--- src/rtl/dsp_chain_ctrl_pkg.sv ---
// Shared types and widths for the sum-of-products chain job sequencer.
package dsp_chain_ctrl_pkg;

  localparam int N_STAGE  = 4;
  localparam int A_W      = 18;
  localparam int Y_W      = 19;
  localparam int CHAIN_W  = 37;
  localparam int AX_BUS_W = N_STAGE * A_W;
  localparam int Y_BUS_W  = N_STAGE * Y_W;

  typedef enum logic [1:0] {
    ST_IDLE  = 2'd0,
    ST_FEED  = 2'd1,
    ST_DRAIN = 2'd2,
    ST_DONE  = 2'd3
  } state_t;

  // Two's-complement add overflows when both operands share a sign the sum lacks.
  function automatic logic add_ovf(input logic a_msb, input logic b_msb, input logic s_msb);
    return (a_msb == b_msb) && (s_msb != a_msb);
  endfunction

endpackage

--- src/rtl/dsp_chain_vld_pipe.sv ---
// 1-bit delay line that marks which chain output cycles carry a real beat.
module dsp_chain_vld_pipe #(
  parameter int DEPTH = 4
) (
  input  logic clk,
  input  logic reset,
  input  logic i_vld,
  output logic o_tail
);

  logic [DEPTH-1:0] r_pipe;

  always_ff @(posedge clk) begin
    if (!reset) begin
      r_pipe <= '0;
    end else begin
      r_pipe[0] <= i_vld;
      for (int i = 1; i < DEPTH; i++) begin
        r_pipe[i] <= r_pipe[i-1];
      end
    end
  end

  assign o_tail = r_pipe[DEPTH-1];

endmodule

--- src/rtl/dsp_chain_sop_ctrl.sv ---
// Job sequencer: feeds operand beats into the DSP chain, tracks in-flight
// results and accumulates them into one signed dot-product per job.
module dsp_chain_sop_ctrl
  import dsp_chain_ctrl_pkg::*;
#(
  parameter int CHAIN_LAT = 4,
  parameter int ACC_W     = 48,
  parameter int LEN_W     = 8
) (
  input  logic                clk,
  input  logic                reset,
  input  logic                job_start,
  input  logic [LEN_W-1:0]    job_len,
  output logic                job_busy,
  input  logic                in_valid,
  output logic                in_ready,
  input  logic [AX_BUS_W-1:0] in_ax,
  input  logic [AX_BUS_W-1:0] in_bx,
  input  logic [Y_BUS_W-1:0]  in_ay,
  input  logic [Y_BUS_W-1:0]  in_by,
  output logic [AX_BUS_W-1:0] ch_ax,
  output logic [AX_BUS_W-1:0] ch_bx,
  output logic [Y_BUS_W-1:0]  ch_ay,
  output logic [Y_BUS_W-1:0]  ch_by,
  input  logic [CHAIN_W-1:0]  ch_result,
  output logic                out_valid,
  input  logic                out_ready,
  output logic [ACC_W-1:0]    out_data,
  output logic                out_ovf,
  output state_t              o_dbg_state
);

  // Handshakes: a transfer happens on a rising edge where valid and ready are
  // both high; valid never waits on ready, and data is stable while valid holds.
  localparam int INFL_W = $clog2(CHAIN_LAT + 3);

  state_t              r_state;
  state_t              w_next;
  logic [LEN_W-1:0]    r_len;
  logic [LEN_W-1:0]    r_beat_cnt;
  logic [LEN_W-1:0]    w_beat_inc;
  logic [INFL_W-1:0]   r_inflight;
  logic [ACC_W-1:0]    r_acc;
  logic                r_ovf;
  logic [AX_BUS_W-1:0] r_ch_ax;
  logic [AX_BUS_W-1:0] r_ch_bx;
  logic [Y_BUS_W-1:0]  r_ch_ay;
  logic [Y_BUS_W-1:0]  r_ch_by;
  logic                r_ch_vld;
  logic                w_tail;
  logic                w_accept;
  logic [ACC_W-1:0]    w_ext;
  logic [ACC_W-1:0]    w_sum;
  logic                w_add_ovf;

  assign w_accept   = in_valid && (r_state == ST_FEED);
  assign w_beat_inc = r_beat_cnt + LEN_W'(1);
  assign w_ext      = ACC_W'($signed(ch_result));
  assign w_sum      = r_acc + w_ext;
  assign w_add_ovf  = add_ovf(r_acc[ACC_W-1], w_ext[ACC_W-1], w_sum[ACC_W-1]);

  // Valid bit travels alongside the registered operands, so the tail lines up
  // with the cycle the chain presents the matching result.
  dsp_chain_vld_pipe #(
    .DEPTH (CHAIN_LAT)
  ) u_vld_pipe (
    .clk    (clk),
    .reset  (reset),
    .i_vld  (r_ch_vld),
    .o_tail (w_tail)
  );

  always_comb begin
    w_next = r_state;
    case (r_state)
      ST_IDLE: begin
        if (job_start) begin
          w_next = (job_len == '0) ? ST_DONE : ST_FEED;
        end
      end
      ST_FEED: begin
        if (w_accept && (w_beat_inc == r_len)) begin
          w_next = ST_DRAIN;
        end
      end
      ST_DRAIN: begin
        if (w_tail && (r_inflight == INFL_W'(1))) begin
          w_next = ST_DONE;
        end
      end
      ST_DONE: begin
        if (out_ready) begin
          w_next = ST_IDLE;
        end
      end
      default: w_next = ST_IDLE;
    endcase
  end

  always_ff @(posedge clk) begin
    if (!reset) begin
      r_state    <= ST_IDLE;
      r_len      <= '0;
      r_beat_cnt <= '0;
      r_inflight <= '0;
      r_acc      <= '0;
      r_ovf      <= 1'b0;
      r_ch_ax    <= '0;
      r_ch_bx    <= '0;
      r_ch_ay    <= '0;
      r_ch_by    <= '0;
      r_ch_vld   <= 1'b0;
    end else begin
      r_state  <= w_next;
      r_ch_vld <= w_accept;
      // Bubbles put zero operands on the chain so they contribute nothing.
      r_ch_ax  <= w_accept ? in_ax : '0;
      r_ch_bx  <= w_accept ? in_bx : '0;
      r_ch_ay  <= w_accept ? in_ay : '0;
      r_ch_by  <= w_accept ? in_by : '0;

      case ({w_accept, w_tail})
        2'b10:   r_inflight <= r_inflight + INFL_W'(1);
        2'b01:   r_inflight <= r_inflight - INFL_W'(1);
        default: r_inflight <= r_inflight;
      endcase

      if ((r_state == ST_IDLE) && job_start) begin
        r_len      <= job_len;
        r_beat_cnt <= '0;
        r_acc      <= '0;
        r_ovf      <= 1'b0;
      end else begin
        if (w_accept) begin
          r_beat_cnt <= w_beat_inc;
        end
        if (w_tail) begin
          r_acc <= w_sum;
          if (w_add_ovf) begin
            r_ovf <= 1'b1;
          end
        end
      end
    end
  end

  assign ch_ax       = r_ch_ax;
  assign ch_bx       = r_ch_bx;
  assign ch_ay       = r_ch_ay;
  assign ch_by       = r_ch_by;
  assign in_ready    = (r_state == ST_FEED);
  assign job_busy    = (r_state != ST_IDLE);
  assign out_valid   = (r_state == ST_DONE);
  assign out_data    = r_acc;
  assign out_ovf     = r_ovf;
  assign o_dbg_state = r_state;

endmodule

--- config.mk ---
export PLATFORM = sky130hd
export DESIGN_NAME = dsp_chain_sop_ctrl
export DESIGN_NICKNAME = d
export VERILOG_FILES = /design/src/rtl/dsp_chain_ctrl_pkg.sv /design/src/rtl/dsp_chain_vld_pipe.sv /design/src/rtl/dsp_chain_sop_ctrl.sv
export SDC_FILE = /design/constraint.sdc
export NUM_CORES = 1
export LEC_CHECK = 0
export ABC_AREA = 1
export BUFFER_PORTS_ARGS = -buffer_cell sky130_fd_sc_hd__clkbuf_2
export CORE_AREA = 2 2 271 273
export DETAILED_ROUTE_END_ITERATION = 10
export DIE_AREA = 0 0 273 275
export GPL_TIMING_DRIVEN = 0
export MAX_ROUTING_LAYER = met4
export PLACE_DENSITY = 0.44
export SLEW_MARGIN = 20
export SYNTH_ARGS = -nofsm -noshare
export SYNTH_HDL_FRONTEND = slang
export SYNTH_SLANG_ARGS = --single-unit
--- constraint.sdc ---
create_clock -name clk -period 2.01 [get_ports clk]
set_input_delay 0.402 -clock clk [delete_from_list [all_inputs] [get_ports clk]]
set_output_delay 0.402 -clock clk [all_outputs]
set_load 0.05 [all_outputs]
==> metrics.md, run 1 <==
| Metric | Value |
|---|---|
| Status | `complete, but fails checks` |
| Failing checks | `negative setup slack` |
| Max Slew Vio Count | `0` |
| Largest family of logic cells by synthesized area | `simple AND/OR/NAND/NOR gates` |
| Skew final | `0.0180 ns` |
| Synth warnings | `0` |
| Simple-gate area share of the yosys netlist | `24.6%` |
| Final net count | `3447` |
| #FFs+latches synth | `371` |
| Clk buf depth | `3` |
| Utilization after layout | `34.3%` |
| Area contributors post-synth | `dfxtp_1, nor2_1, inv_1` |
| Total power | `21.7 mW` |
| RSZ-0062 raised after global routing | `true` |
| Syn_area_per_cell | `7.16 µm²` |
| Crit path capture | `out_data[35]` |
| Slack of the critical path | `-0.0585 ns` |
| Setup TNS Final | `-0.0598 ns` |
| Placer congestion estimate | `0.924` |
| WL final | `72.6 mm` |
| First-pass GRT wire length | `99.4 mm` |
| Multiplexer share of the synthesized area | `0%` |
| Skew-Pair Late Insertion Delay | `0.57 ns` |
| Switching Share | `32.6%` |
| Post-synth top flop | `dfxtp_1` |
| Synth-to-Final Area Change | `64.7%` |
| Pre-CTS setup slack | `-0.688 ns` |
| PD cells | `872 nW/µm²` |
| Share of the synthesized area in the top cell type | `49.2%` |
| WP data required | `2.47 ns` |
| Synth async-reset ratio | `0%` |
| Worst R2R Start | `out_data[30]` |
| Synthesized area | `15100 µm²` |
| Synth Area in Compound Gates | `6.74%` |
| Max Fclk | `0.483 GHz` |
| Die H | `275 µm` |
| Die ar. | `75100 µm²` |
| Peak VDD IR | `0.000775 V` |
| Vias per Instance | `3.91` |
| Sequential power share | `37.5%` |
| Crit path from | `out_data[30]` |
| Die width | `273 µm` |
| Initial antenna violation count | `34` |
| GRT Total Usage | `18.7%` |
| Reg-to-reg slack, setup | `-0.06 ns` |
| H-tree levels | `2` |
| CTS tree | `yes` |
| Switch Pwr | `7.06 mW` |
| Worst path arrival time | `2.53 ns` |
| Slew headroom | `45.8%` |
| Power Internal | `14.6 mW` |
| Largest net degree at the start of global routing | `14` |
| Antenna Violating Nets Remaining | `0` |
| Via Count | `15900` |
| Worst Hold Depth | `3` |
| Clk root buf | `clkbuf_16` |
| Grt ovf | `0` |
| XOR/XNOR share of the synthesized area | `0.929%` |
| Reg clk slew, reported paths | `0.06 ns` |
| Synth Area in Adders | `4.86%` |
| Crit Reg-Reg Endpoint | `out_data[35]` |
| Critical path capture point type | `flip-flop` |
| Effective utilization at floorplan | `20.9%` |
| Final cell count without fillers | `4067` |
| Placed insts | `3760` |
| HPWL after detailed placement | `59.3 mm` |
| Logic pwr share | `22.1%` |
| Vias in the first global route | `15300` |
| Fraction of layout cells with a size suffix above 1 | `35.9%` |
| Total of max-cap violations | `0` |
| Seq/Total Area, Yosys | `49.2%` |
| Final setup viols | `2` |
| Crit path max fanout | `4` |
| R2r worst-path depth | `10` |
| Final hold violation count | `0` |
| Crit start category | `flip-flop` |
| Initial DRC count | `865` |
| Pre-antenna DRT Iters | `5` |
| Worst min path class | `input pin to flip-flop` |
| Minimum clock period | `2.07 ns` |
| Post-synth EDFFs | `0` |
| Port Buffers | `695` |
| Synth Instances | `2106` |
| Static leakage | `13.4 nW` |
| Post-synthesis net count | `2510` |
| Post-synthesis cell type count | `38` |
| Placeable Area | `72300 µm²` |
| Drt drc | `0` |
| Clk pwr share | `40.5%` |
| Crit Path Class | `flip-flop to flip-flop` |
| Num CTS Buffers | `45` |
| TritonCTS Sinks | `371` |
| DR WL/cell | `17.9 µm` |
| I/O pins | `696` |
| Slew @ Worst Pin | `0.813 ns` |
| Synth top cells by count | `nor2_1, inv_1, dfxtp_1` |
| Tcrit/Tclk final | `103%` |
| Largest area contributor in the netlist | `dfxtp_1` |
| Most common cell in the netlist | `nor2_1` |
| Core Rows | `99` |
-- worst min-delay path by stage --
| stage | startpoint | to | slack (ns) |
|---|---|---|---|
| 2_1_floorplan | r_ch_vld | u_vld_pipe.r_pipe[0] | 0.39 |
| 3_3_place_gp | u_vld_pipe.r_pipe[0] | u_vld_pipe.r_pipe[1] | 0.39 |
| 3_5_place_dp | r_ch_vld | u_vld_pipe.r_pipe[0] | 0.40 |
| 4_1_cts | in_bx[38] | ch_bx[38] | 0.0001 |
| 5_1_grt | in_bx[40] | ch_bx[40] | 0.01 |
| 6_report | in_bx[40] | ch_bx[40] | 0.04 |
-- worst max-delay path: stages, from the launching register on --
cell and delay, ns:
dfxtp_1 0.33, ha_2 0.39, nand2_2 0.13, nor2_2 0.18, nand3_2 0.16, nor2_2 0.19, nand4_1 0.23, nand4_1 0.16
nand3_1 0.08, nand2_1 0.07, inv_1 0.03
-- flip-flops by register name, indices dropped and copies added (netlist names) --
register / flops
r_beat_cnt: 8
o_dbg_state: 2
u_vld_pipe.r_pipe: 4
ch_bx: 72
ch_by: 76
out_data: 48
r_len: 8
r_inflight: 3
r_ch_vld: 1
ch_ay: 76
ch_ax: 72
out_ovf: 1
-- metal layers --
| layer | up-vias | wire, µm | global-route usage (%) |
|---|---|---|---|
| met5 | - | 0 | - |
| met4 | 0 | 2310 | 6.40 |
| met3 | 95 | 6130 | 5.31 |
| met2 | 606 | 32400 | 28.5 |
| met1 | 7016 | 31800 | 23.5 |
| li1 | 8186 | - | - |
-- per-stage QoR --
step / instance area, µm² / hold WS (ns)
3_3_place_gp: 19800 / 0.393
5_1_grt: 24800 / 0.0138
6_report: 24800 / 0.0367
4_1_cts: 23800 / 0.000126
3_5_place_dp: 19800 / 0.398
2_1_floorplan: 15100 / 0.390
-- kinds of logic after synthesis --
logic type,after synthesis
compound gates,191
xor+xnor,16
fa+ha+maj,58
buf+inv,541
flops,371
simple gates,929
-- placed cells by master, fill, tap and decap left out, types with 32 or more instances in the layout --
cell type	n
clkbuf_2	704
inv_1	484
nor2_1	456
dfxtp_1	342
nand2_1	261
dlygate4sd3_1	166
nand3_1	58
clkbuf_16	46
o21ai_0	45
nand2_2	43
a21oi_1	43
ha_4	42
a21oi_2	32
buf_4	32
-- power groups by stage --
| stage | Combinational (mW) | Sequential (mW) | Clock (mW) |
|---|---|---|---|
| 3_3_place_gp | 4.26 | 8.26 | 0 |
| 5_1_grt | 5.10 | 8.18 | 9.32 |
| 6_report | 4.78 | 8.12 | 8.76 |
| 4_1_cts | 4.67 | 8.11 | 9.04 |
| 3_5_place_dp | 4.25 | 8.27 | 0 |
| 2_1_floorplan | 1.18 | 9.82 | 0 |
-- area by class of cell --
class,instances,area (µm²)
clock buffers,63,1320
multi-input cells,1194,6990
clock inverters,19,284
plain buffers,50,272
repair buffers,890,5390
fillers,7825,47500
well taps,959,1200
diodes,30,75.1
inverters,491,1850
flip-flops and latches,371,7470
-- timing repair --
| action | CTS | global route |
|---|---|---|
| buffers inserted | 12 | 17 |
| pin swaps | 19 | 33 |
| hold buffers | 166 | 0 |
| hold endpoints to repair | 166 | 0 |
| gates resized for setup | 186 | 188 |
| setup endpoints to repair | 332 | 161 |
Power figures use the tool's default switching activity.
==> run 2, diff against run 1 <==
CTS_CLUSTER_DIAMETER = 30   (was unset)
REMOVE_ABC_BUFFERS = 1   (was unset)
SLEW_MARGIN = 30   (was 20)
==> metrics.md, run 2 (synthesis gave the netlist of run 1 again) <==
| Metric | Value |
|---|---|
| Initial antenna violation count | `20` |
| Fraction of layout cells with a size suffix above 1 | `36.7%` |
| Failing checks | `negative setup slack` |
| Clk root buf | `clkbuf_16` |
| Crit Path Class | `flip-flop to output pin` |
| Pre-CTS setup slack | `-0.876 ns` |
| Vias per Instance | `3.95` |
| HPWL after detailed placement | `62.8 mm` |
| I/O pins | `696` |
| Max Slew Vio Count | `0` |
| Status | `complete, but fails checks` |
| Die ar. | `75100 µm²` |
| WL final | `81.2 mm` |
| Crit start category | `flip-flop` |
| RSZ-0062 raised after global routing | `true` |
| Crit path max fanout | `1` |
| Slew @ Worst Pin | `0.632 ns` |
| Tcrit/Tclk final | `101%` |
| Critical path capture point type | `output pin` |
| Drt drc | `0` |
| Port Buffers | `695` |
| Commonest non-fill, non-tap cell in the layout | `clkbuf_2` |
| Vias in the first global route | `17300` |
| Largest net degree at the start of global routing | `51` |
| Slack of the critical path | `-0.0125 ns` |
| Peak VDD IR | `0.000991 V` |
| Logic pwr share | `16.0%` |
| Slowest-stage cell, CP | `dfxtp_1` |
| Total power | `31.6 mW` |
| Max Fclk | `0.494 GHz` |
| Initial DRC count | `748` |
| Worst path arrival time | `1.62 ns` |
| Switch Pwr | `9.20 mW` |
| Setup TNS Final | `-0.0125 ns` |
| Pre-antenna DRT Iters | `7` |
| Placer congestion estimate | `0.911` |
| Most frequent cells in the layout | `clkbuf_2, inv_1, nor2_1` |
| Final hold violation count | `0` |
| WP data required | `1.61 ns` |
| Reg clk slew, reported paths | `0.05 ns` |
| Die H | `275 µm` |
| Slew headroom | `57.9%` |
| Grt ovf | `0` |
| GRT Total Usage | `21.5%` |
| Synth-to-Final Area Change | `87.6%` |
| Post-route cell area | `28300 µm²` |
| DR WL/cell | `19.2 µm` |
| Sequential power share | `26.1%` |
| Buf/Inv on CP | `1` |
| Clk buf depth | `3` |
| Num CTS Buffers | `107` |
| Worst min path class | `input pin to flip-flop` |
| Core Rows | `99` |
| Power Internal | `22.4 mW` |
| Slowest stage delay, CP | `0.57 ns` |
| Total of max-cap violations | `0` |
| Skew-Pair Late Insertion Delay | `0.65 ns` |
| Final net count | `3579` |
| Placeable Area | `72300 µm²` |
| Clk pwr share | `57.9%` |
| Die width | `273 µm` |
| PD cells | `1120 nW/µm²` |
| Via Count | `16700` |
| DP Area | `19700 µm²` |
| Minimum clock period | `2.02 ns` |
| H-tree levels | `3` |
| First-pass GRT wire length | `113 mm` |
| Final setup viols | `1` |
| Effective utilization at floorplan | `20.9%` |
| CTS tree | `yes` |
| Static leakage | `15.0 nW` |
| Switching Share | `29.1%` |
| Skew final | `0.0449 ns` |
| Antenna Violating Nets Remaining | `0` |
| TritonCTS Sinks | `371` |
| Cell breakdown of the critical path | `clkbuf_2` |
| Critical path's top delay family | `flip-flops` |
-- run 2: path summary, 6_finish.rpt --
path                              from                    to  slack (ns)  cells past startpoint
setup / recovery             ch_by[22]             ch_by[22]       -0.01                      1
setup reg to reg          out_data[29]          out_data[35]        0.01                     10
hold / removal                in_ay[6]              ch_ay[6]        0.05                      3
hold reg to reg   u_vld_pipe.r_pipe[2]  u_vld_pipe.r_pipe[3]        0.41                      2
-- run 2: layer usage --
layer / vias up / track usage, % / wire length, µm
met5: - / - / 0
met1: 7585 / 25.3 / 34300
li1: 8455 / - / -
met2: 559 / 33.0 / 36600
met4: 0 / 6.77 / 2350
met3: 149 / 9.13 / 7940
-- run 2: power groups by stage --
stage | clock [mW] | combinational (mW) | sequential, mW
floorplan | 0 | 1.17 | 9.82
global placement | 0 | 4.23 | 8.36
detailed placement | 0 | 4.14 | 8.35
CTS | 18.6 | 4.90 | 8.24
global route | 19.1 | 5.39 | 8.30
finish | 18.3 | 5.05 | 8.26
-- run 2: layout make-up --
| class | instances | area [µm²] |
|---|---|---|
| clock inverter | 62 | 940 |
| antenna | 9 | 22.5 |
| timing repair inverter | 1 | 8.76 |
| tap | 959 | 1200 |
| fill | 7484 | 44000 |
| inverter | 491 | 1880 |
| multi-input combinational | 1194 | 7010 |
| sequential | 371 | 7470 |
| timing repair buffer | 1009 | 6720 |
| clock buffer | 141 | 3060 |
-- run 2: metrics by stage --
step                utilization [%]  hold slack [ns]  cells
finish                         39.1           0.0462   4237
global route                   39.1           0.0243   4234
CTS                            37.8         0.000307   4219
floorplan                         -            0.390   2056
detailed placement             27.2            0.401   3714
global placement               27.0            0.395   3710
-- run 2: repair_timing --
action	4_1_cts	5_1_grt
setup buffers	19	9
gates resized for setup	150	218
endpoints found under the hold margin	279	0
hold buffers	279	0
pin swaps	20	26
gates cloned	4	0
setup endpoints to repair	308	160
==> run 3, diff against run 2 <==
ABC_AREA = 0   (was 1)
CORE_AREA = 2 2 273 275   (was 2 2 271 273)
DIE_AREA = 0 0 275 277   (was 0 0 273 275)
PLACE_DENSITY = 0.41   (was 0.44)
==> metrics.md, run 3 <==
| Metric | Value |
|---|---|
| Sequential power share | `25.6%` |
| Area contributors post-synth | `dfxtp_1, and2_1, ha_1` |
| CTS tree | `yes` |
| Most frequent cells in the layout | `clkbuf_2, dfxtp_1, dlygate4sd3_1` |
| Skew-Pair Late Insertion Delay | `0.64 ns` |
| Largest area contributor in the netlist | `dfxtp_1` |
| RSZ-0062 raised after global routing | `true` |
| Worst path arrival time | `3.63 ns` |
| Die width | `275 µm` |
| Reg clk slew, reported paths | `0.04 ns` |
| Slew @ Worst Pin | `0.674 ns` |
| Placeable Area | `73600 µm²` |
| Initial antenna violation count | `34` |
| Multiplexer share of the synthesized area | `2.91%` |
| Synth Area in Adders | `5.40%` |
| Synth top cells by count | `dfxtp_1, and2_1, nor2_1` |
| PD cells | `1150 nW/µm²` |
| Syn_area_per_cell | `10.3 µm²` |
| Minimum clock period | `3.06 ns` |
| Failing checks | `negative setup slack` |
| Switching Share | `28.1%` |
| GRT Total Usage | `18.8%` |
| Clk buf depth | `3` |
| R2r worst-path depth | `12` |
| Worst min path class | `input pin to flip-flop` |
| Placer congestion estimate | `0.862` |
| Post-synth EDFFs | `0` |
| Share of the synthesized area in the top cell type | `54.7%` |
| Total of max-cap violations | `0` |
| WL final | `73.7 mm` |
| Tcrit/Tclk final | `152%` |
| Worst Hold Depth | `3` |
| Final net count | `2878` |
| HPWL after detailed placement | `55.1 mm` |
| Final hold violation count | `0` |
| Slack of the critical path | `-1.05 ns` |
| Pre-antenna DRT Iters | `4` |
| Static leakage | `12.8 nW` |
| Multi-input logic area | `6820 µm²` |
| Most common cell in the netlist | `dfxtp_1` |
| Synth warnings | `0` |
| DR WL/cell | `20.8 µm` |
| Simple-gate area share of the yosys netlist | `21.5%` |
| Crit start category | `flip-flop` |
| TritonCTS Sinks | `371` |
| Crit path max fanout | `5` |
| Commonest non-fill, non-tap cell in the layout | `clkbuf_2` |
| Power Internal | `22.7 mW` |
| Effective utilization at floorplan | `18.5%` |
| Sequential Area | `7460 µm²` |
| Skew final | `0.0507 ns` |
| Clk root buf | `clkbuf_16` |
| Largest net degree at the start of global routing | `48` |
| Synth Instances | `1322` |
| Synthesized area | `13600 µm²` |
| Die ar. | `76200 µm²` |
| Status | `complete, but fails checks` |
| Max Slew Vio Count | `0` |
| Core Rows | `100` |
| Via Count | `14300` |
| Final hold slack | `0.0525 ns` |
| Vias in the first global route | `15300` |
| WP data required | `2.58 ns` |
| Critical path capture point type | `flip-flop` |
| I/O pins | `696` |
| Port Buffers | `695` |
| H-tree levels | `3` |
| Final setup viols | `62` |
| Max Fclk | `0.327 GHz` |
| Synth Area in Compound Gates | `9.56%` |
| Clk pwr share | `56.9%` |
| Post-synth top flop | `dfxtp_1` |
| Switch Pwr | `8.88 mW` |
| Drt drc | `0` |
| Setup TNS Final | `-25.51 ns` |
| Vias per Instance | `4.04` |
| Synth async-reset ratio | `0%` |
| Peak VDD IR | `0.000725 V` |
| Initial DRC count | `403` |
| XOR/XNOR share of the synthesized area | `3.74%` |
| Logic pwr share | `17.5%` |
| #FFs+latches synth | `371` |
| Fillers | `7347` |
| Synth-to-Final Area Change | `103%` |
| Num CTS Buffers | `107` |
| First-pass GRT wire length | `101 mm` |
| Die H | `277 µm` |
| Slew headroom | `55.1%` |
| Crit Path Class | `flip-flop to flip-flop` |
| Total power | `31.6 mW` |
| Largest family of logic cells by synthesized area | `simple AND/OR/NAND/NOR gates` |
| Antenna Violating Nets Remaining | `0` |
| Post-synthesis cell type count | `63` |
| Seq/Total Area, Yosys | `54.7%` |
| Grt ovf | `0` |
| Fraction of layout cells with a size suffix above 1 | `47.1%` |
-- run 3: metal layers --
metal | up-vias | routed length [µm] | GRT usage (%)
met5 | - | 0 | -
met4 | 0 | 1690 | 4.50
met3 | 162 | 8480 | 9.77
met2 | 582 | 36800 | 32.6
met1 | 6777 | 26700 | 18.4
li1 | 6785 | - | -
-- run 3: area by class of cell --
cell class	instances	share of cell area (%)
repair buffers	1106	29.4
flip-flops and latches	371	27.1
multi-input cells	871	24.8
clock buffers	137	10.6
well taps	969	4.40
clock inverters	66	3.45
inverters	17	0.263
diodes	7	0.0636
-- run 3: worst max-delay path, cell delays in order, from the launching register on --
cell,delay (ns)
dfxtp_2,0.32
ha_4,0.16
fa_2,0.34
a21o_1,0.18
a221o_1,0.39
nand4_1,0.15
a21oi_2,0.11
o41ai_4,0.35
o211a_4,0.28
o21a_4,0.20
o31ai_4,0.09
mux2_4,0.31
o21ai_2,0.12
-- run 3: cell families (layout without fill, tap and decap cells) --
family / Yosys count / count (layout)
AO/OA/AOI/OAI: 193 / 193
XOR/XNOR: 58 / 58
adder cells (fa/ha/maj): 58 / 58
buffers and inverters: 80 / 1326
flip-flops: 371 / 371
multiplexers: 39 / 39
other: 0 / 7
AND/OR/NAND/NOR: 523 / 523
-- run 3: through the flow --
step / cells / cell area, µm² / setup slack (ns) / utilization (%)
2_1_floorplan: 1259 / 13400 / -6.09 / -
3_3_place_gp: 2923 / 18000 / -12.17 / 24.5
3_5_place_dp: 2936 / 18400 / -1.74 / 25.0
4_1_cts: 3499 / 26500 / -1.09 / 36.0
5_1_grt: 3543 / 27500 / -1.15 / 37.4
6_report: 3544 / 27500 / -1.05 / 37.4
-- run 3: power groups by stage --
stage / Clock [mW] / Combinational (mW) / Sequential [mW]
after detailed placement: 0 / 3.99 / 8.19
after CTS: 18.3 / 5.14 / 8.09
after floorplan: 0 / 0.958 / 9.72
after global routing: 18.8 / 5.82 / 8.12
final: 18.0 / 5.52 / 8.08
after global placement: 0 / 3.44 / 8.09
-- run 3: path summary, 6_finish.rpt --
path	slack, ns	to	from
worst max-delay path	-1.05	out_data[42]	out_data[0]
worst min-delay path	0.05	r_len[1]	job_len[1]
worst max register to register	-1.05	out_data[42]	out_data[0]
worst min register to register	0.43	u_vld_pipe.r_pipe[0]	r_ch_vld
-- run 3: timing repair --
item / CTS / global route
pin swaps: 70 / 119
resized for setup: 157 / 146
buffers inserted: 57 / 27
hold endpoints to repair: 298 / 1
endpoints found under the setup margin: 344 / 274
hold buffers: 298 / 1
cloned: 6 / 16
